### src/rtl/axi_rd_arbiter.sv
// axi_rd_arbiter: round-robin arbiter sharing one AXI3 read port between two requesters
module axi_rd_arbiter #(
  parameter int addr_width_p = 32,
  parameter int data_width_p = 64,
  parameter int id_width_p   = 6,
  parameter int len_width_p  = 4
) (
  input  logic                    aclk,
  input  logic                    aresetn,
  input  logic [id_width_p-1:0]   s0_axi_arid,
  input  logic [addr_width_p-1:0] s0_axi_araddr,
  input  logic [len_width_p-1:0]  s0_axi_arlen,
  input  logic [2:0]              s0_axi_arsize,
  input  logic [1:0]              s0_axi_arburst,
  input  logic                    s0_axi_arvalid,
  output logic                    s0_axi_arready,
  output logic [id_width_p-1:0]   s0_axi_rid,
  output logic [data_width_p-1:0] s0_axi_rdata,
  output logic [1:0]              s0_axi_rresp,
  output logic                    s0_axi_rlast,
  output logic                    s0_axi_rvalid,
  input  logic                    s0_axi_rready,
  input  logic [id_width_p-1:0]   s1_axi_arid,
  input  logic [addr_width_p-1:0] s1_axi_araddr,
  input  logic [len_width_p-1:0]  s1_axi_arlen,
  input  logic [2:0]              s1_axi_arsize,
  input  logic [1:0]              s1_axi_arburst,
  input  logic                    s1_axi_arvalid,
  output logic                    s1_axi_arready,
  output logic [id_width_p-1:0]   s1_axi_rid,
  output logic [data_width_p-1:0] s1_axi_rdata,
  output logic [1:0]              s1_axi_rresp,
  output logic                    s1_axi_rlast,
  output logic                    s1_axi_rvalid,
  input  logic                    s1_axi_rready,
  output logic [id_width_p-1:0]   m_axi_arid,
  output logic [addr_width_p-1:0] m_axi_araddr,
  output logic [len_width_p-1:0]  m_axi_arlen,
  output logic [2:0]              m_axi_arsize,
  output logic [1:0]              m_axi_arburst,
  output logic                    m_axi_arvalid,
  input  logic                    m_axi_arready,
  input  logic [id_width_p-1:0]   m_axi_rid,
  input  logic [data_width_p-1:0] m_axi_rdata,
  input  logic [1:0]              m_axi_rresp,
  input  logic                    m_axi_rlast,
  input  logic                    m_axi_rvalid,
  output logic                    m_axi_rready,
  output logic                    grant_o,
  output logic                    busy_o,
  output logic                    err_o
);
  typedef enum logic [1:0] {IDLE, ADDR, DATA} state_e;
  localparam logic [len_width_p:0] one_c = 1;
  state_e                 r_state;
  logic                   r_grant;
  logic                   r_last;
  logic                   r_err;
  logic [len_width_p-1:0] r_len;
  logic [len_width_p:0]   r_beats;
  logic                   w_pick;
  logic                   w_ar_hs;
  logic                   w_r_hs;
  logic                   w_len_hit;
  logic [len_width_p:0]   w_beats_nx;
  // On a tie the requester that did not win last time is chosen
  assign w_pick     = (s0_axi_arvalid && s1_axi_arvalid) ? ~r_last : s1_axi_arvalid;
  assign m_axi_arid    = r_grant ? s1_axi_arid    : s0_axi_arid;
  assign m_axi_araddr  = r_grant ? s1_axi_araddr  : s0_axi_araddr;
  assign m_axi_arlen   = r_grant ? s1_axi_arlen   : s0_axi_arlen;
  assign m_axi_arsize  = r_grant ? s1_axi_arsize  : s0_axi_arsize;
  assign m_axi_arburst = r_grant ? s1_axi_arburst : s0_axi_arburst;
  assign m_axi_arvalid = (r_state == ADDR) && (r_grant ? s1_axi_arvalid : s0_axi_arvalid);
  assign s0_axi_arready = (r_state == ADDR) && !r_grant && m_axi_arready;
  assign s1_axi_arready = (r_state == ADDR) &&  r_grant && m_axi_arready;
  assign m_axi_rready  = (r_state == DATA) && (r_grant ? s1_axi_rready : s0_axi_rready);
  assign s0_axi_rvalid = (r_state == DATA) && !r_grant && m_axi_rvalid;
  assign s1_axi_rvalid = (r_state == DATA) &&  r_grant && m_axi_rvalid;
  assign s0_axi_rid   = m_axi_rid;
  assign s0_axi_rdata = m_axi_rdata;
  assign s0_axi_rresp = m_axi_rresp;
  assign s0_axi_rlast = m_axi_rlast;
  assign s1_axi_rid   = m_axi_rid;
  assign s1_axi_rdata = m_axi_rdata;
  assign s1_axi_rresp = m_axi_rresp;
  assign s1_axi_rlast = m_axi_rlast;
  assign w_ar_hs    = m_axi_arvalid && m_axi_arready;
  assign w_r_hs     = m_axi_rvalid && m_axi_rready;
  assign w_beats_nx = r_beats + one_c;
  assign w_len_hit  = w_beats_nx == ({1'b0, r_len} + one_c);
  assign grant_o = r_grant;
  assign busy_o  = r_state != IDLE;
  assign err_o   = r_err;
  // Grant/address/data sequencing; a beat is in error when rlast and the expected count disagree
  always_ff @(posedge aclk or negedge aresetn) begin
    if (!aresetn) begin
      r_state <= IDLE;
      r_grant <= 1'b0;
      r_last  <= 1'b1;
      r_len   <= '0;
      r_beats <= '0;
      r_err   <= 1'b0;
    end else begin
      case (r_state)
        IDLE: if (s0_axi_arvalid || s1_axi_arvalid) begin
          r_grant <= w_pick;
          r_len   <= w_pick ? s1_axi_arlen : s0_axi_arlen;
          r_beats <= '0;
          r_state <= ADDR;
        end
        ADDR: if (w_ar_hs) begin
          r_last  <= r_grant;
          r_state <= DATA;
        end
        DATA: if (w_r_hs) begin
          r_beats <= w_beats_nx;
          if (m_axi_rlast) r_state <= IDLE;
          if (m_axi_rlast != w_len_hit) r_err <= 1'b1;
        end
        default: r_state <= IDLE;
      endcase
    end
  end
endmodule
### config.mk
export PLATFORM = sky130hd
export DESIGN_NAME = axi_rd_arbiter
export DESIGN_NICKNAME = d
export VERILOG_FILES = /design/src/rtl/axi_rd_arbiter.sv
export SDC_FILE = /design/constraint.sdc
export NUM_CORES = 1
export LEC_CHECK = 0
export CAP_MARGIN = 40
export CORE_AREA = 2 2 145 147
export CTS_CLUSTER_SIZE = 40
export DETAILED_ROUTE_END_ITERATION = 12
export DIE_AREA = 0 0 147 149
export GPL_TIMING_DRIVEN = 0
export PLACE_DENSITY = 0.47
export SLEW_MARGIN = 20
export SYNTH_ARGS = -nofsm -noshare
export SYNTH_HDL_FRONTEND = slang
export SYNTH_SLANG_ARGS = --single-unit
### constraint.sdc
create_clock -name aclk -period 2.2 [get_ports aclk]
set_input_delay 0.33 -clock aclk [delete_from_list [all_inputs] [get_ports aclk]]
set_output_delay 0.33 -clock aclk [all_outputs]
set_load 0.02 [all_outputs]
==> key figures <==
Outcome
  – Status: complete, no violations

Synth
  – Synth Net Count: 469
  – Synth Flop Type: dfrtp_1
  – Synth warn: 0
  – Post-synthesis async set-or-reset flop share: 100%
  – Synthesized flop and latch total: 14
  – Syn Area/Cell: 8.54 sq um
  – Most common cell in the synthesized netlist: buf_4
  – Most common library cells after synthesis: buf_4 (147), mux2_2 (48), dfrtp_1 (13)
  – Yosys top cell area share: 44.3%
  – Post-Syn Instances: 292
  – Synthesized cell area: 2490 sq um
  – Post-synthesis cell type count: 28
  – Post-synth EDFFs: 0
  – Synth top area cells: buf_4 (44%), mux2_2 (22%), dfrtp_1 (13%), mux2i_1 (2.4%), xor2_1 (2.1%)
  – Register area share after synthesis: 14.1%
  – Synth area leader: buf_4

Critical path
  – WP buf/inv: 3
  – R2R Setup Slk: 0.27 ns
  – Largest stage delay, worst path: 0.36 ns
  – Family with the most delay on the worst path: buffers and inverters
  – Required time worst endpoint: 1.87 ns
  – Worst-path cell chain: buf_6, clkbuf_4, mux2_2, dlygate4sd2_1
  – Capture point of the worst path: m_axi_arid[0]
  – Crit Path Max Fanout: 10
  – Critical path depth: 4
  – Critical path launch point: grant_o
  – Worst setup EP type: primary output
  – Reg-to-Reg Start: r_beats[0]
  – Crit path kind: reg -> out
  – Worst path arrival time: 1.74 ns
  – Startpoint types: flop
  – Slowest cell on crit path: dfrtp_1
  – R2R depth: 6
  – Reg2reg end: err_o

Final layout
  – Share of layout cells above drive strength 1: 34.8%
  – Fin cells: 876
  – FILL cells: 2,226
  – Ant diodes: 0
  – Nets: 779
  – Final core occ: 29.0%
  – Area added between synthesis and finish: 139%

STA
  – Clock skew: 0.00234 ns
  – Fin. max-slew vios: 0
  – Worst Max-Slew Pin Slew: 0.646 ns
  – Final setup fails: 0
  – Post-layout min period: 2.07 ns
  – Fmax achieved: 0.484 GHz
  – Setup_tns: 0 ns
  – Final Hold Viols: 0
  – Max-slew headroom: 56.8%
  – Unrepaired setup endpoints after global routing: false
  – Hold Slack: 0.475 ns
  – Final period util: 93.9%

Die
  – # rows: 53
  – # IOs: 377
  – Core area: 20,600 sq um
  – DIE AREA: 21,900 sq um
  – Die height: 149 um
  – Initial Utilization: 12.1%
  – Chip width: 147 um

Job
  – Max Cap Viol: 0

Clock network
  – CTS max path bufs: 2
  – Setup Fix Bufs, Post-CTS: 0
  – TritonCTS sink count: 14
  – Num CTS Buffers: 3
  – CTS tree: built
  – H-tree level count: 1
  – Worst-path clk slew: 0.05 ns
  – Root Driver: clkbuf_16
  – Hold buffer count at CTS: 0
  – Worst skew pair latency: 0.24 ns

Detailed routing
  – Initial drt markers: 48
  – Post-DRT Antenna Nets: 0
  – Detailed Route WL: 11.8 mm
  – DR vias: 2,949
  – Wire per inst: 13.4 um
  – # DRC: 0
  – Vias/cell: 3.37
  – DRT Pass-1 Iters: 4

Power
  – Combinational group share of total power: 77.5%
  – Flop pwr share: 12.1%
  – Pwr Total: 3.61 mW
  – Switch share: 42.3%
  – Internal power: 2.08 mW
  – Leak Pwr: 2.65 nW
  – Pwr/cell area: 605 nW/um^2
  – Clock group share of total power: 10.4%
  – P_sw: 1.53 mW
  – Worst vdd ir: 0.336 mV

Placement
  – I/O Buffers: 304
  – Post-DP HPWL: 10.7 mm
  – Gpl congestion: 0.756
  – Placed insts: 871

Global routing
  – Gr usage total: 9.69%
  – Grt ovf: 0
  – Largest net degree at the start of global routing: 15
  – First-pass GRT wire length: 16.6 mm
  – Vias in the first global route: 3,062
  – Initial antenna violation count: 0

Hold path
  – Min-delay worst type: reg -> reg
placed cells by master (no fill, tap or decap), drive strengths merged, types with 4 or more instances in the layout:
| cell type | n |
|---|---|
| clkdlybuf4s50 | 257 |
| clkbuf | 11 |
| dlygate4sd2 | 45 |
| nand3 | 6 |
| xnor2 | 4 |
| buf | 148 |
| xor2 | 6 |
| nor2 | 11 |
| nand2 | 12 |
| mux2i | 6 |
| dfrtp | 13 |
| mux2 | 48 |
| o21ai | 10 |
through the flow:
stage / setup slack (ns) / cell area (sq um)
final: 0.133 / 5970
after global routing: 0.0240 / 5970
after CTS: 0.0615 / 5960
after detailed placement: -0.194 / 5880
after global placement: -0.203 / 5880
after floorplan: 0.488 / 2490
per-layer routing:
layer,routed length [um],GRT usage [%]
met5,0,0
met4,170,2.31
met3,1150,2.97
met2,6140,18.2
met1,4310,10.7
flip-flops by register name, summed over array words and instances, names as in the netlist:
signal   flops
r_len        4
r_last       1
r_beats      5
err_o        1
grant_o      1
r_state      2
cell type report:
| type | count | area [sq um] | share of cell area (%) |
|---|---|---|---|
| clock buffers | 4 | 88.8 | 1.49 |
| well taps | 275 | 344 | 5.76 |
| plain buffers | 154 | 1180 | 19.8 |
| flip-flops and latches | 14 | 352 | 5.89 |
| repair buffers | 305 | 3000 | 50.2 |
| multi-input cells | 124 | 1000 | 16.8 |
worst min path at each step:
stage                     from  depth (start not counted)         end  slack, ns
global placement         err_o                          1       err_o       0.46
floorplan              aresetn                          0       err_o       0.03
detailed placement       err_o                          1       err_o       0.49
global route        r_beats[4]                          1  r_beats[4]       0.52
CTS                      err_o                          1       err_o       0.50
finish                   err_o                          1       err_o       0.48
power groups by stage:
stage	sequential, mW	clock [mW]	combinational, mW
after floorplan	0.447	0	1.63
after global placement	0.440	0	2.95
after detailed placement	0.442	0	2.95
after CTS	0.438	0.390	2.86
after global routing	0.457	0.400	3.02
final	0.437	0.375	2.80
logic make-up after synthesis:
group	synth area share, %
multiplexers	24.1
AO/OA/AOI/OAI	3.16
XOR/XNOR	3.51
AND/OR/NAND/NOR	8.53
flip-flops	14.1
buffers and inverters	45.6
adder cells (fa/ha/maj)	1.00
what timing repair did:
item / in CTS / in global routing
endpoints found under the setup margin: 48 / 2
resized for setup: 59 / 2
pin swaps: 0 / 0
gates cloned: 0 / 0
No activity file was read; power rests on OpenSTA's default activity.
